==> config.mk <==
export PLATFORM = sky130hd
export DESIGN_NAME = mips_multicycle_core
export DESIGN_NICKNAME = d
export VERILOG_FILES = /design/src/rtl/mips_multicycle_core.sv
export SDC_FILE = /design/constraint.sdc
export NUM_CORES = 2
export LEC_CHECK = 0
export BUFFER_PORTS_ARGS = -buffer_cell sky130_fd_sc_hd__clkbuf_2
export CORE_ASPECT_RATIO = 0.9
export CORE_MARGIN = 2
export CORE_UTILIZATION = 35
export DETAILED_ROUTE_END_ITERATION = 12
export PLACE_DENSITY = 0.48
export SYNTH_ARGS = -nofsm -noshare
export SYNTH_HDL_FRONTEND = slang
export SYNTH_SLANG_ARGS = --single-unit
==> constraint.sdc <==
create_clock -name clk -period 71.2 [get_ports clk]
set_clock_uncertainty 0.05 [all_clocks]
set_input_delay 14.24 -clock clk [delete_from_list [all_inputs] [get_ports clk]]
set_output_delay 14.24 -clock clk [all_outputs]
set_load 0.02 [all_outputs]
==> src/rtl/mips_multicycle_core.sv <==
// mips_multicycle_core
//   Multi-cycle MIPS integer core. One instruction at a time walks through
//   FETCH / DECODE / EXECUTE / WRITEBACK. Supports ADD, SUB, AND, OR, SLT, JR,
//   ADDI, BEQ, BNE, J and the all-zero NOP. Anything else raises a one-cycle
//   illegal pulse and is skipped.
//
//   DATA_W must be at least 18: branch offsets are a 16-bit immediate shifted
//   left by two.
//
// Ports
//   clk           clock, rising edge
//   reset         asynchronous, active-high
//   imem_req      fetch request, high only in FETCH
//   imem_addr     fetch address, always equal to pc
//   imem_ack      fetch complete, sampled only in FETCH
//   imem_rdata    instruction word, valid with imem_ack
//   pc            current program counter
//   result        last value committed to the register file
//   result_valid  one-cycle pulse when a register write commits
//   illegal       one-cycle pulse after an unsupported instruction executes
//
// state     | meaning
// ----------+------------------------------------------------------------
// FETCH     | imem_req high, wait for imem_ack, capture IR
// DECODE    | read rs/rt into the A/B operand registers
// EXECUTE   | ALU / branch resolve, PC update, illegal detection
// WRITEBACK | commit ALU result to rd/rt (discarded for r0)

module mips_multicycle_core #(
  parameter int                DATA_W     = 32,
  parameter int                REG_ADDR_W = 5,
  parameter logic [DATA_W-1:0] PC_RESET   = '0
) (
  input  logic              clk,
  input  logic              reset,
  output logic              imem_req,
  output logic [DATA_W-1:0] imem_addr,
  input  logic              imem_ack,
  input  logic [31:0]       imem_rdata,
  output logic [DATA_W-1:0] pc,
  output logic [DATA_W-1:0] result,
  output logic              result_valid,
  output logic              illegal
);

  localparam int NUM_REGS = 1 << REG_ADDR_W;

  localparam logic [DATA_W-1:0] PC_STEP = DATA_W'(4);

  localparam logic [5:0] OP_RTYPE = 6'h00;
  localparam logic [5:0] OP_J     = 6'h02;
  localparam logic [5:0] OP_BEQ   = 6'h04;
  localparam logic [5:0] OP_BNE   = 6'h05;
  localparam logic [5:0] OP_ADDI  = 6'h08;

  localparam logic [5:0] F_JR  = 6'h08;
  localparam logic [5:0] F_ADD = 6'h20;
  localparam logic [5:0] F_SUB = 6'h22;
  localparam logic [5:0] F_AND = 6'h24;
  localparam logic [5:0] F_OR  = 6'h25;
  localparam logic [5:0] F_SLT = 6'h2A;

  typedef enum logic [1:0] {
    S_FETCH,
    S_DECODE,
    S_EXECUTE,
    S_WRITEBACK
  } state_t;

  state_t state, state_nxt;

  logic [31:0]           ir;
  logic [DATA_W-1:0]     a_q, b_q;
  logic [DATA_W-1:0]     alu_q;
  logic [REG_ADDR_W-1:0] wr_dst_q;
  logic [DATA_W-1:0]     regs [NUM_REGS];

  // Instruction fields
  logic [5:0]            opcode, funct;
  logic [REG_ADDR_W-1:0] rs, rt, rd;
  logic [15:0]           imm;
  logic [25:0]           target;

  assign opcode = ir[31:26];
  assign funct  = ir[5:0];
  assign rs     = ir[21 +: REG_ADDR_W];
  assign rt     = ir[16 +: REG_ADDR_W];
  assign rd     = ir[11 +: REG_ADDR_W];
  assign imm    = ir[15:0];
  assign target = ir[25:0];

  // Address arithmetic
  logic [DATA_W-1:0] pc_plus4, imm_sext, br_target, pc_jump;
  logic [27:0]       jump_low;

  assign pc_plus4  = pc + PC_STEP;
  assign imm_sext  = {{(DATA_W-16){imm[15]}}, imm};
  assign br_target = pc_plus4 + {imm_sext[DATA_W-3:0], 2'b00};
  assign jump_low  = {target, 2'b00};

  // J keeps the upper bits of PC+4 above bit 27; on narrow builds the
  // 28-bit region target is simply truncated to the PC width.
  generate
    if (DATA_W > 28) begin : g_jump_wide
      assign pc_jump = {pc_plus4[DATA_W-1:28], jump_low};
    end else if (DATA_W == 28) begin : g_jump_exact
      assign pc_jump = jump_low;
    end else begin : g_jump_narrow
      assign pc_jump = jump_low[DATA_W-1:0];
    end
  endgenerate

  // Execute-stage decode
  logic [DATA_W-1:0]     alu_res;
  logic [DATA_W-1:0]     pc_nxt;
  logic [REG_ADDR_W-1:0] wr_dst;
  logic                  wr_en;
  logic                  is_illegal;
  logic                  slt_bit;

  assign slt_bit = ($signed(a_q) < $signed(b_q));

  always_comb begin
    alu_res    = '0;
    pc_nxt     = pc_plus4;
    wr_dst     = rt;
    wr_en      = 1'b0;
    is_illegal = 1'b0;
    case (opcode)
      OP_RTYPE: begin
        wr_dst = rd;
        // opcode 0 with funct 0 is only a NOP when the whole word is zero
        if (ir != 32'h0) begin
          case (funct)
            F_ADD: begin alu_res = a_q + b_q; wr_en = 1'b1; end
            F_SUB: begin alu_res = a_q - b_q; wr_en = 1'b1; end
            F_AND: begin alu_res = a_q & b_q; wr_en = 1'b1; end
            F_OR:  begin alu_res = a_q | b_q; wr_en = 1'b1; end
            F_SLT: begin
              alu_res = {{(DATA_W-1){1'b0}}, slt_bit};
              wr_en   = 1'b1;
            end
            F_JR:    pc_nxt = a_q;
            default: is_illegal = 1'b1;
          endcase
        end
      end
      OP_ADDI: begin alu_res = a_q + imm_sext; wr_en = 1'b1; end
      OP_BEQ:  if (a_q == b_q) pc_nxt = br_target;
      OP_BNE:  if (a_q != b_q) pc_nxt = br_target;
      OP_J:    pc_nxt = pc_jump;
      default: is_illegal = 1'b1;
    endcase
  end

  // FSM
  always_ff @(posedge clk or posedge reset) begin
    if (reset) state <= S_FETCH;
    else       state <= state_nxt;
  end

  always_comb begin
    state_nxt = state;
    case (state)
      S_FETCH:     if (imem_ack) state_nxt = S_DECODE;
      S_DECODE:    state_nxt = S_EXECUTE;
      S_EXECUTE:   state_nxt = wr_en ? S_WRITEBACK : S_FETCH;
      S_WRITEBACK: state_nxt = S_FETCH;
      default:     state_nxt = S_FETCH;
    endcase
  end

  // Datapath
  always_ff @(posedge clk or posedge reset) begin
    if (reset) begin
      ir           <= '0;
      a_q          <= '0;
      b_q          <= '0;
      alu_q        <= '0;
      wr_dst_q     <= '0;
      pc           <= PC_RESET;
      result       <= '0;
      result_valid <= 1'b0;
      illegal      <= 1'b0;
      for (int i = 0; i < NUM_REGS; i++) regs[i] <= '0;
    end else begin
      result_valid <= 1'b0;
      illegal      <= 1'b0;
      case (state)
        S_FETCH: if (imem_ack) ir <= imem_rdata;
        S_DECODE: begin
          // r0 is never written, so reading it always yields zero
          a_q <= regs[rs];
          b_q <= regs[rt];
        end
        S_EXECUTE: begin
          pc       <= pc_nxt;
          alu_q    <= alu_res;
          wr_dst_q <= wr_dst;
          illegal  <= is_illegal;
        end
        S_WRITEBACK: begin
          if (wr_dst_q != '0) begin
            regs[wr_dst_q] <= alu_q;
            result         <= alu_q;
            result_valid   <= 1'b1;
          end
        end
        default: ;
      endcase
    end
  end

  assign imem_req  = (state == S_FETCH);
  assign imem_addr = pc;

endmodule

==> flow_summary.yaml <==
critical_path:
  endpoint_kind: "async pin"
  path_cells: "clkbuf_2 -> inv_8 -> buf_4 -> buf_4 -> buf_4"
  critPathMaxFanout: 103
  cp_slowest_stage_delay_ns: 0.86
  path_class: "in2async"
  start_kind: "primary input"
  cp_data_arrival_time_ns: 17.54
  cp_common_cell: "buf_4"
  crit_slowest_cell: "buf_4"
  crit_required_ns: 71.93
synthesis:
  syn_area_mm2: 0.07050
  synth-edff-count: 0
  async_flop_share_pct: 100.0
  yosys_warnings: 0
  synth_flop_cell: "dfrtp_1"
  synthDistinctLibCells: 73
  yosysTopAreaCellShare_pct: 43.48
  syn_avg_cell_area_um2: 13.58
  yosysSeqAreaShare_pct: 43.48
  syn_inst: 5193
  synth.top_cells.by_area: "dfrtp_1 43%, mux4_2 20%, mux2_2 17%"
  synth_seq_cells: 1225
  yosysTopAreaCell: "dfrtp_1"
  syn_nets: 5403
routing:
  drc_errors: 0
  via_count: 46440
  dr.pass1.iters: 5
  routedWlPerCell_um: 30.06
  drt_first_iter_violations: 3795
  route.final.wire_length_um: 236900
  drt.antenna.violating_nets: 0
  viasPerCell: 5.892
sta:
  final.setup.tns_ns: 0
  min_period_ns: 16.81
  grt_setup_unrepaired: "no"
  tightestPinTransition_ns: 1.240
  slew_headroom_pct: 17.32
  min_period_over_period_pct: 23.61
  hold_viol: 0
  fmax_mhz: 59.49
  finalSetupViolations: 0
  slew_viol_final: 0
floorplanning:
  die_area_mm2: 0.2050
  start_util_pct: 35.17
  pin_count: 134
  die_y_um: 429.8
  core_mm2: 0.2005
  fp.dieW_um: 477.1
  fp-row-count: 156
power:
  power.leakage_nw: 35.48
  powerDensity_mw_per_mm2: 33.98
  ir_worst_vdd_mv: 0.02802
placed_design:
  place_congestion: 0.9477
  hpwl_um: 140300
  port_buffers: 133
  placed_cells: 7613
grt:
  grt_pass1_wl_um: 346600
  grt_usage_pct: 23.06
  grt_overflow: 0
  antenna_found_initial: 12
  grt_pass1_vias: 47440
  grt_max_degree: 154
layout:
  drive_gt1_share_pct: 43.55
  nets: 5287
  final_common_cell: "dfrtp_1"
  syn_to_final_growth_pct: 11.80
  fin_cells: 7881
  layout_common_cells: "1213 x dfrtp_1, 1054 x mux2_2, 640 x mux4_2, 198 x nand2_1, 172 x o21ai_0"
clock_network:
  htree_num_levels: 4
  clock_sinks: 1225
  hold_buffers: 0
  cts_inserted_buffers: 148
  cts-root-buf: "clkbuf_16"
  clock_latency_ns: 0.80
  cts_buffer_depth: 3
  path_clk_slew_ns: 0.05
  post_cts_resized: 0
  post_cts_buffers: 0
  cts_tree: "done"
run_status:
  outcome: "completed"
run:
  max_cap_viol_count: 0
hold_path:
  hold_class: "reg2reg"
-- kinds of logic after synthesis --
kind of cell    after synthesis  synth area share [%]
compound gates              674                 6.210
xor+xnor                     96                 1.193
fa+ha+maj                   175                 3.148
buf+inv                     637                 3.610
flops                      1225                 43.48
mux                        1768                 38.33
simple gates                618                 4.025
-- worst paths after layout --
path | slack (ns) | to | from | depth (start not counted)
max in group clk | 55.09 | imem_req | state[0] | 2
worst max register to register | 65.95 | b_q[20] | ir[17] | 7
min in group asynchronous | 13.52 | result[13] | reset | 2
worst min-delay path | 0.34 | regs[1011] | regs[1011] | 0
worst min register to register | 0.34 | regs[1011] | regs[1011] | 0
worst max-delay path | 54.39 | regs[281] | reset | 5
-- area by class of cell --
class	instances	area (µm²)
Antenna cell	1	2.502
Clock buffer	217	4461
Clock inverter	50	659.4
Fill cell	18840	121600
Inverter	121	461.7
Multi-Input combinational cell	3331	37570
Sequential cell	1225	30690
Tap cell	2686	3361
Timing Repair Buffer	250	1607
-- metrics by stage --
step           power, mW  instance area, µm²  hold slack [ns]  setup slack, ns  util, %
5_1_grt            2.814               78820           0.3561            53.90    39.32
3_3_place_gp       1.883               73690           0.3271            53.49    36.76
4_1_cts            2.697               78810           0.3459            54.33    39.32
6_report           2.678               78820           0.3444            54.39    39.32
2_1_floorplan      1.582               70500           0.3913            22.39        -
3_5_place_dp       1.888               73690           0.3333            53.46    36.76
-- critical path, delay by kind of cell --
family	cells	cell delay (ns)
buffers and inverters	5	3.03
-- registers in the layout (all words and copies together), names as in the netlist --
signal,flops
a_q,32
wr_dst_q,5
imem_addr,32
alu_q,32
result,32
illegal,1
ir,32
result_valid,1
b_q,32
state,2
regs,1024
-- metal layers --
| layer | vias to the layer above | routed length (µm) | GRT usage [%] |
|---|---|---|---|
| li1 | 19550 | - | - |
| met1 | 25100 | 109300 | 33.25 |
| met2 | 1439 | 107700 | 35.81 |
| met3 | 343 | 12550 | 3.499 |
| met4 | 2 | 7303 | 7.062 |
| met5 | - | 13 | 0 |
-- cell usage after synthesis, types with 5 or more instances --
cell         n
a211oi_1    17
a21o_1      42
a21oi_1    162
a221o_1     24
a221oi_1    50
a22oi_1     23
a31o_2       5
a31oi_1     30
a41oi_1      5
and2_1      17
and3_1      23
buf_1      112
buf_2       21
buf_4       32
clkbuf_1   350
dfrtp_1   1225
ha_1       171
inv_1      119
mux2_2    1054
mux2i_1     74
mux4_2     640
nand2_1    213
nand2b_1    15
nand3_1     44
nand3b_1     5
nand4_1     15
nor2_1     180
nor2b_1     19
nor3_1      33
nor3b_1      6
nor4_1      15
o211ai_1    10
o21a_1      10
o21ai_0    172
o21bai_1    21
o221a_2      5
o221ai_1    13
o22ai_1     28
o311ai_0     7
o31ai_1     16
or2_2       11
or3_1        6
xnor2_1     67
xor2_1      29
-- where the power goes --
group          total [mW]  internal [mW]  switching (mW)
clock network       0.798          0.479           0.320
registers           0.910          0.777           0.132
logic               0.970          0.402           0.568
No activity file was read; power rests on OpenSTA's default activity.
